### src/rtl/sys_defs.sv
// Shared fetch-side types and constants: instruction packet, branch opcodes, queue sizing.
package sys_defs;

    localparam int OBQ_SIZE = 16;
    localparam int BR_IDX_W = $clog2(OBQ_SIZE);

    localparam logic [31:0] NOOP_INST = 32'h47FF_041F;
    localparam logic [31:0] HALT_INST = 32'h0000_0000;

    // Primary opcodes in ir[31:26]; 0x31..0x3F (except BSR) are conditional branches.
    localparam logic [5:0] OP_BR     = 6'h30;
    localparam logic [5:0] OP_BSR    = 6'h34;
    localparam logic [5:0] OP_CBR_LO = 6'h31;
    localparam logic [5:0] OP_JMP    = 6'h1A;

    typedef enum logic {RUN, HALTED} fetch_state_t;

    typedef struct packed {
        logic                en;
        logic                cond;
        logic                direct;
        logic                ret;
        logic [63:0]         pc;
        logic [63:0]         pred_pc;
        logic [BR_IDX_W-1:0] br_idx;
        logic                prediction;
    } BRANCH_INST;

    typedef struct packed {
        logic        valid_inst;
        logic [31:0] ir;
        logic [63:0] npc;
        BRANCH_INST  branch_inst;
    } INST_Q;

    function automatic INST_Q reset_packet();
        INST_Q p;
        p    = '0;
        p.ir = NOOP_INST;
        return p;
    endfunction

endpackage

### src/rtl/branch_predecode.sv
// Combinational branch classification from the primary opcode of a fetched word.
module branch_predecode
    import sys_defs::*;
(
    input  logic [31:0] ir,
    output logic        en,
    output logic        cond,
    output logic        direct,
    output logic        ret
);

    logic [5:0] op;
    assign op = ir[31:26];

    always_comb begin
        en     = 1'b0;
        cond   = 1'b0;
        direct = 1'b0;
        ret    = 1'b0;
        if (op == OP_BR || op == OP_BSR) begin
            en     = 1'b1;
            direct = 1'b1;
        end else if (op >= OP_CBR_LO) begin
            en     = 1'b1;
            cond   = 1'b1;
            direct = 1'b1;
        end else if (op == OP_JMP) begin
            // Jump-format hint field 2'b10 marks a return.
            en  = 1'b1;
            ret = (ir[15:14] == 2'b10);
        end
    end

endmodule

### src/rtl/fetch_unit.sv
// Instruction fetch: PC, one-entry output buffer toward the instruction queue, halt FSM.
module fetch_unit
    import sys_defs::*;
(
    input  logic                clock,
    input  logic                reset,
    input  logic [63:0]         Icache_data_out,
    input  logic                Icache_valid_out,
    input  logic                inst_queue_full,
    input  logic                branch_incorrect,
    input  logic [63:0]         recovery_pc,
    input  logic                bp_pred_taken,
    input  logic [63:0]         bp_pred_pc,
    input  logic [BR_IDX_W-1:0] bp_br_idx,
    output logic [63:0]         proc2Icache_addr,
    output logic                fetch_valid,
    output INST_Q               if_inst_out,
    output logic                fetch_halted
);

    fetch_state_t state;
    logic [63:0]  pc;
    logic [63:0]  pc_plus4;
    logic [63:0]  next_pc;
    logic [31:0]  ir;
    logic         out_valid;
    INST_Q        pkt_q;
    INST_Q        new_pkt;
    logic         br_en, br_cond, br_direct, br_ret;
    logic         load_en;
    logic         accept;

    assign proc2Icache_addr = {pc[63:3], 3'b000};
    assign ir               = pc[2] ? Icache_data_out[63:32] : Icache_data_out[31:0];
    assign pc_plus4         = pc + 64'd4;

    branch_predecode u_predecode (
        .ir     (ir),
        .en     (br_en),
        .cond   (br_cond),
        .direct (br_direct),
        .ret    (br_ret)
    );

    assign next_pc = (br_en & bp_pred_taken) ? bp_pred_pc : pc_plus4;

    // A flush kills delivery in the same cycle so a stale packet never slips past it.
    assign fetch_valid = out_valid & ~inst_queue_full & ~branch_incorrect;
    assign load_en     = ~out_valid | fetch_valid;
    assign accept      = load_en & Icache_valid_out & (state == RUN) & ~branch_incorrect;

    always_comb begin
        new_pkt                        = '0;
        new_pkt.valid_inst             = 1'b1;
        new_pkt.ir                     = ir;
        new_pkt.npc                    = pc_plus4;
        new_pkt.branch_inst.en         = br_en;
        new_pkt.branch_inst.cond       = br_cond;
        new_pkt.branch_inst.direct     = br_direct;
        new_pkt.branch_inst.ret        = br_ret;
        new_pkt.branch_inst.pc         = pc;
        new_pkt.branch_inst.pred_pc    = next_pc;
        new_pkt.branch_inst.br_idx     = bp_br_idx;
        new_pkt.branch_inst.prediction = bp_pred_taken & br_en;
    end

    always_ff @(posedge clock) begin
        if (reset) begin
            pc        <= 64'd0;
            state     <= RUN;
            out_valid <= 1'b0;
            pkt_q     <= reset_packet();
        end else if (branch_incorrect) begin
            pc        <= recovery_pc;
            state     <= RUN;
            out_valid <= 1'b0;
        end else if (accept) begin
            pc        <= next_pc;
            out_valid <= 1'b1;
            pkt_q     <= new_pkt;
            // The HALT word itself is still delivered; only further fetch stops.
            if (ir == HALT_INST) state <= HALTED;
        end else if (fetch_valid) begin
            out_valid <= 1'b0;
        end
    end

    assign if_inst_out  = pkt_q;
    assign fetch_halted = (state == HALTED);

endmodule

### config.mk
export PLATFORM = sky130hd
export DESIGN_NAME = fetch_unit
export DESIGN_NICKNAME = d
export VERILOG_FILES = /design/src/rtl/sys_defs.sv /design/src/rtl/branch_predecode.sv /design/src/rtl/fetch_unit.sv
export SDC_FILE = /design/constraint.sdc
export NUM_CORES = 1
export LEC_CHECK = 0
export BUFFER_PORTS_ARGS = -buffer_cell sky130_fd_sc_hd__buf_2
export CAP_MARGIN = 10
export CORE_ASPECT_RATIO = 0.75
export CORE_MARGIN = 5
export CORE_UTILIZATION = 43
export DETAILED_ROUTE_END_ITERATION = 10
export GPL_ROUTABILITY_DRIVEN = 1
export HOLD_SLACK_MARGIN = 0.02
export PLACE_DENSITY = 0.7
export SETUP_SLACK_MARGIN = 0.3
export SYNTH_ARGS = -nofsm -noshare
export SYNTH_HDL_FRONTEND = slang
export SYNTH_SLANG_ARGS = --single-unit
### constraint.sdc
create_clock -name clock -period 7.5 [get_ports clock]
set_input_delay 0.375 -clock clock [delete_from_list [all_inputs] [get_ports clock]]
set_output_delay 0.375 -clock clock [all_outputs]
set_load 0.1 [all_outputs]
**After elaboration in Yosys (flattened, before gate mapping)**

Index checks and enable logic that the tools add are counted.

- Muxes and demuxes: 15
- Reduce and logical (&&, ||, !) cells: 7
- Bitwise logic cells: 11
- $lt $le $gt $ge: 1
- $add $sub $neg: 1
- Eq/ne operators: 4

Operator list:

| kind | number |
|---|---|
| $mux W64 | 3 |
| $add A64 B3 Y64 const B | 1 |
| $logic_not A32 Y1 | 1 |
| $mux W32 | 1 |
| $eq A6 B6 Y1 const B | 2 |
| $mux W1 | 11 |
| $and A1 B1 Y1 | 6 |
| $eq A6 B5 Y1 const B | 1 |
| $ge A6 B6 Y1 const B | 1 |
| $not A1 Y1 | 4 |
| $reduce_and A2 Y1 | 2 |
| $reduce_bool A2 Y1 | 2 |
| $eq A2 B2 Y1 const B | 1 |
| $reduce_or A2 Y1 | 1 |
| $logic_or A1 B1 Y1 | 1 |
| $or A1 B1 Y1 | 1 |

- Word-level logic and storage cells: 53
- Register bits after elaboration: 300
- Output and inout bits: 300
- Input port bits: 202

**Depth between registers and ports, before layout**

Gate-level depths: netlist (run 1).

- Word-level depth: 9
- Mapped depth: 10
- Mapped depth without buffers: 7

**Cells and area by module**

A second synthesis (run 1) with hierarchy kept.

- Cell total of the unflattened synthesis: 1819
- Area total of the unflattened synthesis: 14307.5 sq um

By module, submodules not included:

| module | instances | area each (sq um) | cells each | seq. area each (sq um) |
|---|---|---|---|---|
| fetch_unit | 1 | 14254.9 | 1813 | 5965.7 |
| branch_predecode | 1 | 52.6 | 6 | 0.0 |

**Worst setup path after synthesis (run 1)**

Ideal clock, no wire load.

- Kind: input-to-output
- Start: input port branch_incorrect
- End: output port fetch_valid
- Slack: 3916 ps
- Path buffers: 3
- Arrival time: 3209 ps
- Data required time: 7125 ps
- Stages: 4
- Cell sequence: clkbuf_1 > clkbuf_1 > clkbuf_1 > nor3b_1

- Cells in the longest elaborated chain, start to end: 2

RTL lines:

| element | line | text |
|---|---|---|
| from (decl) | fetch_unit.sv:10 | `input logic branch_incorrect,` |
| $not A1 Y1 (no source line) | -- |  |
| $and A1 B1 Y1 | fetch_unit.sv:48 | `assign fetch_valid = out_valid & ~inst_queue_full & ~branch_incorrect;` |
| to (decl) | fetch_unit.sv:16 | `output logic fetch_valid,` |

No other way between the ends.

**Worst setup path in the final report (run 1)**

- Start: register pc[2]
- End: register pkt_q (netlist bit if_inst_out[43])

- Cells in the longest elaborated chain, start to end: 7
- Elaborated cells on any way between the ends: 12
- Classes of those cells: add/sub (1); order compare (1); eq/ne (3); mux (5); bitwise (1); reduce/logical (1)

RTL lines:

| element | line | text |
|---|---|---|
| from (decl) | fetch_unit.sv:22 | `logic [63:0] pc;` |
| from (signal assigned) | fetch_unit.sv:74 | `pc <= recovery_pc;` |
| from (signal assigned) | fetch_unit.sv:78 | `pc <= next_pc;` |
| branches (longest 6 deep; another with $add A64 B3 Y64) | -- |  |
| $mux W64 (*) | fetch_unit.sv:45 | `assign next_pc = (br_en & bp_pred_taken) ? bp_pred_pc : pc_plus4;` |
| to (signal assigned) | fetch_unit.sv:72 | `pkt_q <= reset_packet();` |
| to (signal assigned) | fetch_unit.sv:80 | `pkt_q <= new_pkt;` |
| to (decl) | fetch_unit.sv:27 | `INST_Q pkt_q;` |

Every way passes the cells marked *.
A chain may end at the register's enable or synchronous reset.

==> metrics.txt, run 1 <==
# TYPE chip_impl_metric gauge
chip_impl_metric{name="syn_area_per_cell",unit="um^2"} 7.92
chip_impl_metric{name="leakage",unit="nW"} 7.53
chip_impl_info{name="run_status",value="finished clean"} 1
chip_impl_info{name="regToRegEndpoint",value="if_inst_out[43]$_SDFFE_PP0P_"} 1
chip_impl_metric{name="postRouteAntennaNets",unit=""} 0
chip_impl_info{name="unrepaired_setup_endpoints_after_global_routing",value="no"} 1
chip_impl_metric{name="actual_transition_at_the_worst_max_transition_pin",unit="ns"} 1.08
chip_impl_metric{name="drcViolationCount",unit=""} 0
chip_impl_metric{name="post-route-period-util",unit="%"} 51.1
chip_impl_metric{name="per_cell_via_count_in_the_routed_design",unit=""} 5.80
chip_impl_info{name="tritoncts",value="done"} 1
chip_impl_metric{name="required_worst_endpoint",unit="ns"} 8.01
chip_impl_metric{name="timing.final.hold_violations",unit=""} 0
chip_impl_metric{name="post-place-cells",unit=""} 2557
chip_impl_metric{name="post-route-min-period",unit="ns"} 3.83
chip_impl_metric{name="drt_pass1_iterations",unit=""} 7
chip_impl_metric{name="fin_tns_setup",unit="ns"} 0
chip_impl_metric{name="clock.fmax",unit="MHz"} 261
chip_impl_info{name="worstPathCellList",value="mux2_2, nand2_1, buf_4, or2_4, nand2_1, nor2_1, a211o_1"} 1
chip_impl_metric{name="htree_levels",unit=""} 1
chip_impl_metric{name="postCtsSetupBuffers",unit=""} 0
chip_impl_metric{name="number_of_standard_cells_after_synthesis",unit=""} 1815
chip_impl_info{name="critPathLaunch",value="pc[2]$_SDFFE_PP0P_"} 1
chip_impl_metric{name="floorplan.die_area",unit="um^2"} 37200
chip_impl_metric{name="maxSlewViolCount",unit=""} 0
chip_impl_metric{name="final_cells",unit=""} 2622
chip_impl_info{name="critPathKind",value="reg2reg"} 1
chip_impl_metric{name="io_pins",unit=""} 502
chip_impl_info{name="start_kind",value="flop"} 1
chip_impl_metric{name="die_h",unit="um"} 168
chip_impl_metric{name="pwr_density_cell",unit="nW/um^2"} 262
chip_impl_metric{name="synth_seq_cells",unit=""} 298
chip_impl_metric{name="timing.reg2reg.worst_path_depth",unit=""} 7
chip_impl_metric{name="drt_wl_total",unit="um"} 59200
chip_impl_metric{name="arrival",unit="ns"} 4.34
chip_impl_metric{name="place_worst_setup_slack",unit="ns"} 3.69
chip_impl_metric{name="cts_resized",unit=""} 0
chip_impl_metric{name="cp.buffers_inverters",unit=""} 1
chip_impl_metric{name="initial_core_util",unit="%"} 43.3
chip_impl_info{name="worst_r2r_startpoint",value="pc[2]$_SDFFE_PP0P_"} 1
chip_impl_metric{name="cts_made_buffers",unit=""} 31
chip_impl_metric{name="clk_pin_slew_worst_paths",unit="ns"} 0.06
chip_impl_metric{name="timing.max_slew.rel_slack",unit="%"} 27.7
chip_impl_info{name="cpMostUsedCell",value="sky130_fd_sc_hd__nand2_1"} 1
chip_impl_info{name="synth.top_cells.by_area",value="sky130_fd_sc_hd__dfxtp_1, sky130_fd_sc_hd__nand2_1, sky130_fd_sc_hd__a21oi_1"} 1
chip_impl_metric{name="avgRoutedWirePerCell",unit="um"} 22.6
chip_impl_metric{name="vias",unit=""} 15200
chip_impl_metric{name="globalRouteTotalUtil",unit="%"} 30.0
chip_impl_metric{name="clock-sinks",unit=""} 298
chip_impl_metric{name="layout-area-overhead-vs-synth",unit="%"} 22.9
chip_impl_metric{name="fp.coreArea",unit="um^2"} 33200
chip_impl_metric{name="drive_above_1_share",unit="%"} 27.9
chip_impl_metric{name="timing.max_cap.violations",unit=""} 0
chip_impl_metric{name="setup.reg_to_reg.worst_slack",unit="ns"} 3.67
chip_impl_info{name="cp_slowest_cell",value="sky130_fd_sc_hd__or2_4"} 1
chip_impl_metric{name="multiInputGateArea",unit="um^2"} 7220
chip_impl_metric{name="hold_ws",unit="ns"} 0.0459
chip_impl_info{name="worst_setup_path_endpoint",value="if_inst_out[43]$_SDFFE_PP0P_"} 1
chip_impl_metric{name="grt_start_max_net_pins",unit=""} 84
chip_impl_info{name="holdCritStartpoint",value="bp_br_idx[3]"} 1
chip_impl_info{name="ys_dominant_reg_cell",value="sky130_fd_sc_hd__dfxtp_1"} 1
chip_impl_metric{name="grt_first_pass_wirelength",unit="um"} 90000
chip_impl_metric{name="drt_iter0_drc",unit=""} 1626
chip_impl_metric{name="peak_fanout_along_the_critical_path",unit=""} 82
chip_impl_metric{name="fp-row-count",unit=""} 58
chip_impl_metric{name="synth_sequential_area_ratio",unit="%"} 41.5
chip_impl_info{name="setup.worst_path.end_class",value="flop"} 1
chip_impl_metric{name="yosysUniqueCellTypes",unit=""} 72
chip_impl_info{name="cp_top_family",value="simple AND/OR/NAND/NOR gates"} 1
chip_impl_metric{name="first_global_vias",unit=""} 14800
chip_impl_metric{name="netlist.area_leader.share",unit="%"} 41.5
chip_impl_metric{name="total_congestion_overflow",unit=""} 0
chip_impl_metric{name="overall_die_width",unit="um"} 221
chip_impl_metric{name="clock_insertion_delay_worst_skew",unit="ns"} 0.58
chip_impl_metric{name="synthesis.area",unit="um^2"} 14400
chip_impl_metric{name="cts_buffer_depth",unit=""} 3
chip_impl_metric{name="cp_num_cells",unit=""} 7
chip_impl_metric{name="slowest_delay",unit="ns"} 0.86
chip_impl_metric{name="antenna_found_initial",unit=""} 8
chip_impl_metric{name="setup_ws",unit="ns"} 3.67
chip_impl_metric{name="finish.net_count",unit=""} 2346
chip_impl_metric{name="hpwlAfterDp",unit="um"} 42400
chip_impl_metric{name="fill_cell_count",unit=""} 3198
chip_impl_metric{name="sequential_standard_cell_area",unit="um^2"} 5970
chip_impl_info{name="synth_top_area_cell",value="sky130_fd_sc_hd__dfxtp_1"} 1
chip_impl_info{name="clock_tree.root_cell",value="sky130_fd_sc_hd__clkbuf_16"} 1
chip_impl_metric{name="setup_violations",unit=""} 0
chip_impl_metric{name="vdd_drop_max",unit="mV"} 0.166
chip_impl_metric{name="synth-async-reset-ratio",unit="%"} 0
chip_impl_metric{name="ys_warn_count",unit=""} 0
chip_impl_metric{name="synth_edf_count",unit=""} 0
chip_impl_metric{name="clock-skew-final",unit="ns"} 0.0106
chip_impl_metric{name="place_congestion",unit=""} 0.925
chip_impl_metric{name="power_total",unit="mW"} 4.63
chip_impl_info{name="hp-class",value="in2reg"} 1
chip_impl_metric{name="place.port_buffers",unit=""} 498
==> where the power goes <==
group	internal [mW]	switching (mW)	total, mW
Clock	0.992	0.686	1.68
Sequential	1.67	0.107	1.78
Combinational	0.219	0.959	1.18
==> worst register-to-register path, cell delays in order (launching register included) <==
cell and delay [ns]:
sky130_fd_sc_hd__dfxtp_2 0.84, sky130_fd_sc_hd__mux2_2 0.44, sky130_fd_sc_hd__nand2_1 0.07, sky130_fd_sc_hd__buf_4 0.31, sky130_fd_sc_hd__or2_4 0.86, sky130_fd_sc_hd__nand2_1 0.80, sky130_fd_sc_hd__nor2_1 0.33, sky130_fd_sc_hd__a211o_1 0.14
==> metal layers <==
layer  global-route usage, %  part of all wire (%)  vias up
li1                        -                     -     7018
met1                    41.3                    42     7297
met2                    48.7                    46      788
met3                    6.36                   8.8       93
met4                    7.30                   2.3        2
met5                       0                 0.022        -
==> state kept, by name (all words and copies together), names as in the netlist <==
name	count
out_valid	1
fetch_halted	1
if_inst_out	232
pc	64
==> synth_stat cells, drive strengths merged (3+ instances only) <==
| master | number |
|---|---|
| xor2 | 9 |
| a31o | 3 |
| o22ai | 8 |
| nor4 | 37 |
| a221oi | 15 |
| nand4 | 31 |
| o21a | 4 |
| or4 | 7 |
| o21ai | 68 |
| o211ai | 28 |
| a32oi | 14 |
| a21oi | 166 |
| nor3b | 9 |
| nand3 | 35 |
| a21o | 12 |
| mux2 | 4 |
| a311oi | 6 |
| a211oi | 62 |
| o31ai | 5 |
| mux2i | 38 |
| clkbuf | 137 |
| a221o | 3 |
| nor2b | 5 |
| o31a | 15 |
| inv | 35 |
| o2111ai | 10 |
| o21bai | 6 |
| or2 | 4 |
| a22o | 8 |
| buf | 90 |
| nor3 | 52 |
| nand2 | 317 |
| a31oi | 7 |
| dfxtp | 298 |
| a211o | 8 |
| o311a | 3 |
| xnor2 | 45 |
| nor2 | 136 |
| and3 | 19 |
| or3 | 13 |
| nand2b | 5 |
| and2 | 7 |
| a2111oi | 3 |
| and4 | 9 |
==> what timing repair did <==
action / 4_1_cts / 5_1_grt
endpoints found under the setup margin: 0 / 0
hold buffers: 3 / 0
endpoints found under the hold margin: 3 / 0
==> placed cells by master (no fill, tap or decap), types with 10 or more instances in the layout <==
| cell | netlist | routed |
|---|---|---|
| sky130_fd_sc_hd__o31a_1 | 11 | 11 |
| sky130_fd_sc_hd__or3_1 | 12 | 12 |
| sky130_fd_sc_hd__buf_4 | 66 | 20 |
| sky130_fd_sc_hd__buf_2 | 10 | 496 |
| sky130_fd_sc_hd__a32oi_1 | 14 | 14 |
| sky130_fd_sc_hd__xnor2_1 | 45 | 45 |
| sky130_fd_sc_hd__nand4_1 | 29 | 29 |
| sky130_fd_sc_hd__nand3_1 | 35 | 35 |
| sky130_fd_sc_hd__nor2_1 | 136 | 133 |
| sky130_fd_sc_hd__mux2i_1 | 38 | 38 |
| sky130_fd_sc_hd__nor4_1 | 34 | 33 |
| sky130_fd_sc_hd__nor3_1 | 52 | 50 |
| sky130_fd_sc_hd__a21o_1 | 12 | 12 |
| sky130_fd_sc_hd__a221oi_1 | 15 | 15 |
| sky130_fd_sc_hd__a21oi_1 | 166 | 166 |
| sky130_fd_sc_hd__and3_1 | 19 | 19 |
| sky130_fd_sc_hd__o2111ai_1 | 10 | 10 |
| sky130_fd_sc_hd__inv_1 | 35 | 35 |
| sky130_fd_sc_hd__a211oi_1 | 61 | 61 |
| sky130_fd_sc_hd__o21ai_0 | 67 | 67 |
| sky130_fd_sc_hd__clkbuf_16 | 0 | 31 |
| sky130_fd_sc_hd__o211ai_1 | 28 | 28 |
| sky130_fd_sc_hd__dfxtp_1 | 298 | 297 |
| sky130_fd_sc_hd__nand2_1 | 317 | 316 |
==> through the flow <==
step	cell area (um^2)	utilization, %
2_1_floorplan	14400	-
3_3_place_gp	16500	49.8
3_5_place_dp	16500	49.8
4_1_cts	17700	53.1
5_1_grt	17700	53.2
6_report	17700	53.2
==> worst min path at each step <==
stage | to | slack [ns] | cells past startpoint
6_report | if_inst_out[4]$_SDFFE_PP0P_ | 0.05 | 3
5_1_grt | pc[0]$_SDFFE_PP0P_ | 0.03 | 3
4_1_cts | if_inst_out[4]$_SDFFE_PP0P_ | 0.02 | 3
3_5_place_dp | if_inst_out[36]$_SDFFE_PP0P_ | 0.43 | 2
3_3_place_gp | if_inst_out[36]$_SDFFE_PP0P_ | 0.42 | 2
2_1_floorplan | if_inst_out[137]$_SDFFE_PP0P_ | 0.44 | 2
==> final cells by class <==
cell class | instances | area share, %
Timing Repair Buffer | 520 | 15.1
Multi-Input combinational cell | 1256 | 40.9
Tap cell | 450 | 3.19
Clock inverter | 18 | 1.43
Clock buffer | 38 | 4.71
Inverter | 36 | 0.765
Antenna cell | 6 | 0.0850
Sequential cell | 298 | 33.8
==> logic make-up after synthesis <==
logic type	synth area share, %
muxes	2.96
adders and majority gates	0.0870
AOI/OAI and AO/OA	21.1
xor gates and xnor gates	3.29
buffers and inverters	8.80
other	0.0261
and+or+nand+nor	22.3
DFF	41.5
No activity file was read; power rests on OpenSTA's default activity.
==> run 2, diff against run 1 <==
--- a/config.mk
+++ b/config.mk
@@ -5,6 +5,7 @@
 export SDC_FILE = /design/constraint.sdc
 export NUM_CORES = 1
 export LEC_CHECK = 0
+export ABC_AREA = 1
 export BUFFER_PORTS_ARGS = -buffer_cell sky130_fd_sc_hd__buf_2
 export CAP_MARGIN = 10
 export CORE_ASPECT_RATIO = 0.75
==> constraint.sdc (replaced) <==
create_clock -name clock -period 3.6 [get_ports clock]
set_input_delay 0.18 -clock clock [delete_from_list [all_inputs] [get_ports clock]]
set_output_delay 0.18 -clock clock [all_outputs]
set_load 0.1 [all_outputs]
==> run 2 against run 1 <==
  * Count of clock-buffer cells in the layout up 9
  * Core utilization is 3.8 points higher
  * Global-route usage increased by 3.1 points
  * Maximum frequency rose by 33%
  * Critical path depth grew 6
  * Flip-flop and latch count is the same
  * Worst hold slack worse by 0.0076 ns
  * Synthesized cell count increased by 28%
  * Die area up 6.0%
  * Register-to-register slack worse by 3.0 ns
  * Via count rose by 17%
  * Largest cell class unchanged
==> metrics.txt, run 2 <==
# TYPE chip_impl_metric gauge
chip_impl_metric{name="timing.max_cap.violations",unit=""} 0
chip_impl_metric{name="vias",unit=""} 17800
chip_impl_metric{name="finish.net_count",unit=""} 3031
chip_impl_metric{name="die_h",unit="um"} 173
chip_impl_metric{name="slowest_delay",unit="ns"} 0.54
chip_impl_metric{name="actual_transition_at_the_worst_max_transition_pin",unit="ns"} 0.933
chip_impl_info{name="tritoncts",value="done"} 1
chip_impl_metric{name="largest_register_ff_count",unit=""} 232
chip_impl_metric{name="fin_tns_setup",unit="ns"} 0
chip_impl_info{name="unrepaired_setup_endpoints_after_global_routing",value="no"} 1
chip_impl_metric{name="synth_edf_count",unit=""} 0
chip_impl_info{name="final_cell_mix",value="sky130_fd_sc_hd__nand2_1, sky130_fd_sc_hd__buf_2, sky130_fd_sc_hd__inv_1"} 1
chip_impl_metric{name="syn_area_per_cell",unit="um^2"} 6.56
chip_impl_metric{name="avgRoutedWirePerCell",unit="um"} 20.8
chip_impl_metric{name="netlist.area_leader.share",unit="%"} 39.0
chip_impl_metric{name="ys_warn_count",unit=""} 0
chip_impl_info{name="ys_dominant_reg_cell",value="sky130_fd_sc_hd__dfxtp_1"} 1
chip_impl_metric{name="overall_die_width",unit="um"} 228
chip_impl_metric{name="antenna_found_initial",unit=""} 4
chip_impl_metric{name="hpwlAfterDp",unit="um"} 51600
chip_impl_metric{name="post-route-min-period",unit="ns"} 2.88
chip_impl_metric{name="globalRouteTotalUtil",unit="%"} 33.1
chip_impl_info{name="synth.top_cells.by_area",value="sky130_fd_sc_hd__dfxtp_1, sky130_fd_sc_hd__nand2_1, sky130_fd_sc_hd__inv_1"} 1
chip_impl_metric{name="arrival",unit="ns"} 3.40
chip_impl_metric{name="setup_violations",unit=""} 0
chip_impl_metric{name="number_of_standard_cells_after_synthesis",unit=""} 2332
chip_impl_metric{name="multiInputGateArea",unit="um^2"} 7060
chip_impl_metric{name="pwr_density_cell",unit="nW/um^2"} 494
chip_impl_metric{name="cts_made_buffers",unit=""} 30
chip_impl_metric{name="clock.fmax",unit="MHz"} 347
chip_impl_metric{name="drt_wl_total",unit="um"} 68900
chip_impl_metric{name="drive_above_1_share",unit="%"} 21.0
chip_impl_metric{name="htree_levels",unit=""} 1
chip_impl_info{name="setup.worst_path.end_class",value="flop"} 1
chip_impl_info{name="clock_tree.root_cell",value="sky130_fd_sc_hd__clkbuf_16"} 1
chip_impl_metric{name="required_worst_endpoint",unit="ns"} 4.12
chip_impl_metric{name="post-route-period-util",unit="%"} 80.1
chip_impl_metric{name="grt_first_pass_wirelength",unit="um"} 104000
chip_impl_metric{name="timing.max_slew.rel_slack",unit="%"} 37.8
chip_impl_metric{name="io_pins",unit=""} 502
chip_impl_info{name="synthMostInstantiatedCell",value="sky130_fd_sc_hd__nand2_1"} 1
chip_impl_info{name="critPathKind",value="reg2reg"} 1
chip_impl_metric{name="grt_start_max_net_pins",unit=""} 151
chip_impl_metric{name="post-place-cells",unit=""} 3121
chip_impl_info{name="mostFrequentLayoutCell",value="sky130_fd_sc_hd__nand2_1"} 1
chip_impl_metric{name="place_congestion",unit=""} 0.964
chip_impl_metric{name="synthesis.area",unit="um^2"} 15300
chip_impl_metric{name="sequential_standard_cell_area",unit="um^2"} 5970
chip_impl_metric{name="timing.final.hold_violations",unit=""} 0
chip_impl_metric{name="cts_buffer_depth",unit=""} 3
chip_impl_metric{name="yosysUniqueCellTypes",unit=""} 37
chip_impl_metric{name="drt_pass1_iterations",unit=""} 6
chip_impl_metric{name="drcViolationCount",unit=""} 0
chip_impl_metric{name="drt_iter0_drc",unit=""} 2247
chip_impl_info{name="start_kind",value="flop"} 1
chip_impl_info{name="run_status",value="finished clean"} 1
chip_impl_metric{name="peak_fanout_along_the_critical_path",unit=""} 35
chip_impl_metric{name="fp.coreArea",unit="um^2"} 34900
chip_impl_metric{name="initial_core_util",unit="%"} 43.8
chip_impl_metric{name="place.port_buffers",unit=""} 498
chip_impl_info{name="synth_top_area_cell",value="sky130_fd_sc_hd__dfxtp_1"} 1
chip_impl_metric{name="synth-async-reset-ratio",unit="%"} 0
chip_impl_metric{name="layout-area-overhead-vs-synth",unit="%"} 30.0
chip_impl_metric{name="maxSlewViolCount",unit=""} 0
chip_impl_metric{name="leakage",unit="nW"} 10.4
chip_impl_metric{name="power_total",unit="mW"} 9.83
chip_impl_info{name="synth_common_cells",value="sky130_fd_sc_hd__nand2_1, sky130_fd_sc_hd__inv_1, sky130_fd_sc_hd__dfxtp_1"} 1
chip_impl_metric{name="cp.buffers_inverters",unit=""} 4
chip_impl_metric{name="fill_cell_count",unit=""} 3432
chip_impl_metric{name="total_congestion_overflow",unit=""} 0
chip_impl_info{name="hp-class",value="in2reg"} 1
chip_impl_info{name="cp_top_family",value="buffers and inverters"} 1
chip_impl_info{name="worstPathCellList",value="inv_2, nand2_1, nand2_1, nor2_1, nand3_2, nand2_4, buf_4, nand3_4, clkinv_2, nand2_1, nand3b_1, nand2_1, inv_1"} 1
chip_impl_metric{name="clk_pin_slew_worst_paths",unit="ns"} 0.07
chip_impl_info{name="cpMostUsedCell",value="sky130_fd_sc_hd__nand2_1"} 1
chip_impl_metric{name="floorplan.die_area",unit="um^2"} 39500
chip_impl_info{name="cp_slowest_cell",value="sky130_fd_sc_hd__dfxtp_4"} 1
chip_impl_metric{name="per_cell_via_count_in_the_routed_design",unit=""} 5.38
chip_impl_metric{name="postRouteAntennaNets",unit=""} 0
chip_impl_metric{name="vdd_drop_max",unit="mV"} 0.341
chip_impl_metric{name="clock-sinks",unit=""} 298
chip_impl_metric{name="final_cells",unit=""} 3314
chip_impl_metric{name="first_global_vias",unit=""} 17200
chip_impl_metric{name="clock-skew-final",unit="ns"} 0.0155
chip_impl_metric{name="synth_seq_cells",unit=""} 298
chip_impl_metric{name="clock_insertion_delay_worst_skew",unit="ns"} 0.58
chip_impl_metric{name="synth_sequential_area_ratio",unit="%"} 39.0
chip_impl_metric{name="fp-row-count",unit=""} 59
==> run 2: cell count changes after synthesis, sizes merged, moves of 19 or more <==
cell,delta
mux2i,-36
a211oi,-62
xnor2,-45
nand3,+188
nor2,+38
nor4,-37
o21ai,+123
clkbuf,-78
inv,+288
and3,-19
nand2,+309
nand3b,+32
buf,+37
nor3,-36
==> run 2: worst paths after layout <==
| kind | from | end | slack [ns] | cells past startpoint |
|---|---|---|---|---|
| max | pc[2]$_SDFFE_PP0P_ | pc[7]$_SDFFE_PP0P_ | 0.72 | 13 |
| min | reset | pc[47]$_SDFFE_PP0P_ | 0.04 | 2 |
| max reg2reg | pc[2]$_SDFFE_PP0P_ | pc[7]$_SDFFE_PP0P_ | 0.72 | 13 |
| min reg2reg | if_inst_out[201]$_SDFFE_PP1P_ | if_inst_out[201]$_SDFFE_PP1P_ | 0.45 | 2 |
==> run 2: worst reg2reg max path, cell delays in order, from the launching register on <==
cell and delay [ns]:
sky130_fd_sc_hd__dfxtp_4 0.54, sky130_fd_sc_hd__inv_2 0.30, sky130_fd_sc_hd__nand2_1 0.14, sky130_fd_sc_hd__nand2_1 0.09
sky130_fd_sc_hd__nor2_1 0.14, sky130_fd_sc_hd__nand3_2 0.15, sky130_fd_sc_hd__nand2_4 0.10, sky130_fd_sc_hd__buf_4 0.39
sky130_fd_sc_hd__nand3_4 0.16, sky130_fd_sc_hd__clkinv_2 0.37, sky130_fd_sc_hd__nand2_1 0.16, sky130_fd_sc_hd__nand3b_1 0.13
sky130_fd_sc_hd__nand2_1 0.07, sky130_fd_sc_hd__inv_1 0.09
==> run 2: logic make-up (layout without fill, tap and decap cells) <==
group           Yosys count  after routing  synth area share [%]
compound gates          412            412                  14.5
xor+xnor                 15             15                 0.859
fa+ha+maj                 1              1                0.0818
buf+inv                 511           1029                  14.8
flops                   298            298                  39.0
mux                       2              2                 0.131
other cells               1              8                0.0245
simple gates           1092           1092                  30.5
==> run 2: layout make-up <==
class	instances	area share [%]
diodes	5	0.0629
well taps	457	2.88
repair buffers	648	20.1
clock inverters	9	0.730
clock buffers	47	4.51
flip-flops and latches	298	30.0
multi-input cells	1525	35.5
inverters	325	6.18
==> run 2: routing by layer <==
| metal | global-route usage, % | vias to the layer above | share of wire, % |
|---|---|---|---|
| met3 | 8.02 | 146 | 10 |
| met5 | 0 | - | 0 |
| li1 | - | 8320 | - |
| met2 | 52.6 | 1067 | 44 |
| met4 | 9.88 | 0 | 3.5 |
| met1 | 45.0 | 8287 | 42 |
==> run 2: where the power goes <==
group / internal (mW) / switching, mW / total, mW
logic: 0.563 / 2.23 / 2.79
registers: 3.50 / 0.188 / 3.69
clock network: 1.99 / 1.36 / 3.35
==> run 2: metrics by stage <==
| stage | setup WS [ns] | hold WS, ns | utilization (%) | area [um^2] |
|---|---|---|---|---|
| after detailed placement | 0.511 | 0.409 | 50.1 | 17500 |
| after global routing | 0.438 | 0.0525 | 56.9 | 19900 |
| after global placement | 0.699 | 0.403 | 50.1 | 17500 |
| final | 0.715 | 0.0383 | 56.9 | 19900 |
| after floorplan | 1.39 | 0.315 | - | 15300 |
| after CTS | 0.500 | 0.0217 | 56.9 | 19900 |
==> run 2: what timing repair did <==
action,CTS,global route
endpoints found under the setup margin,0,14
setup buffers,0,0
hold buffers,132,0
hold endpoints to repair,118,0
gates resized for setup,0,1
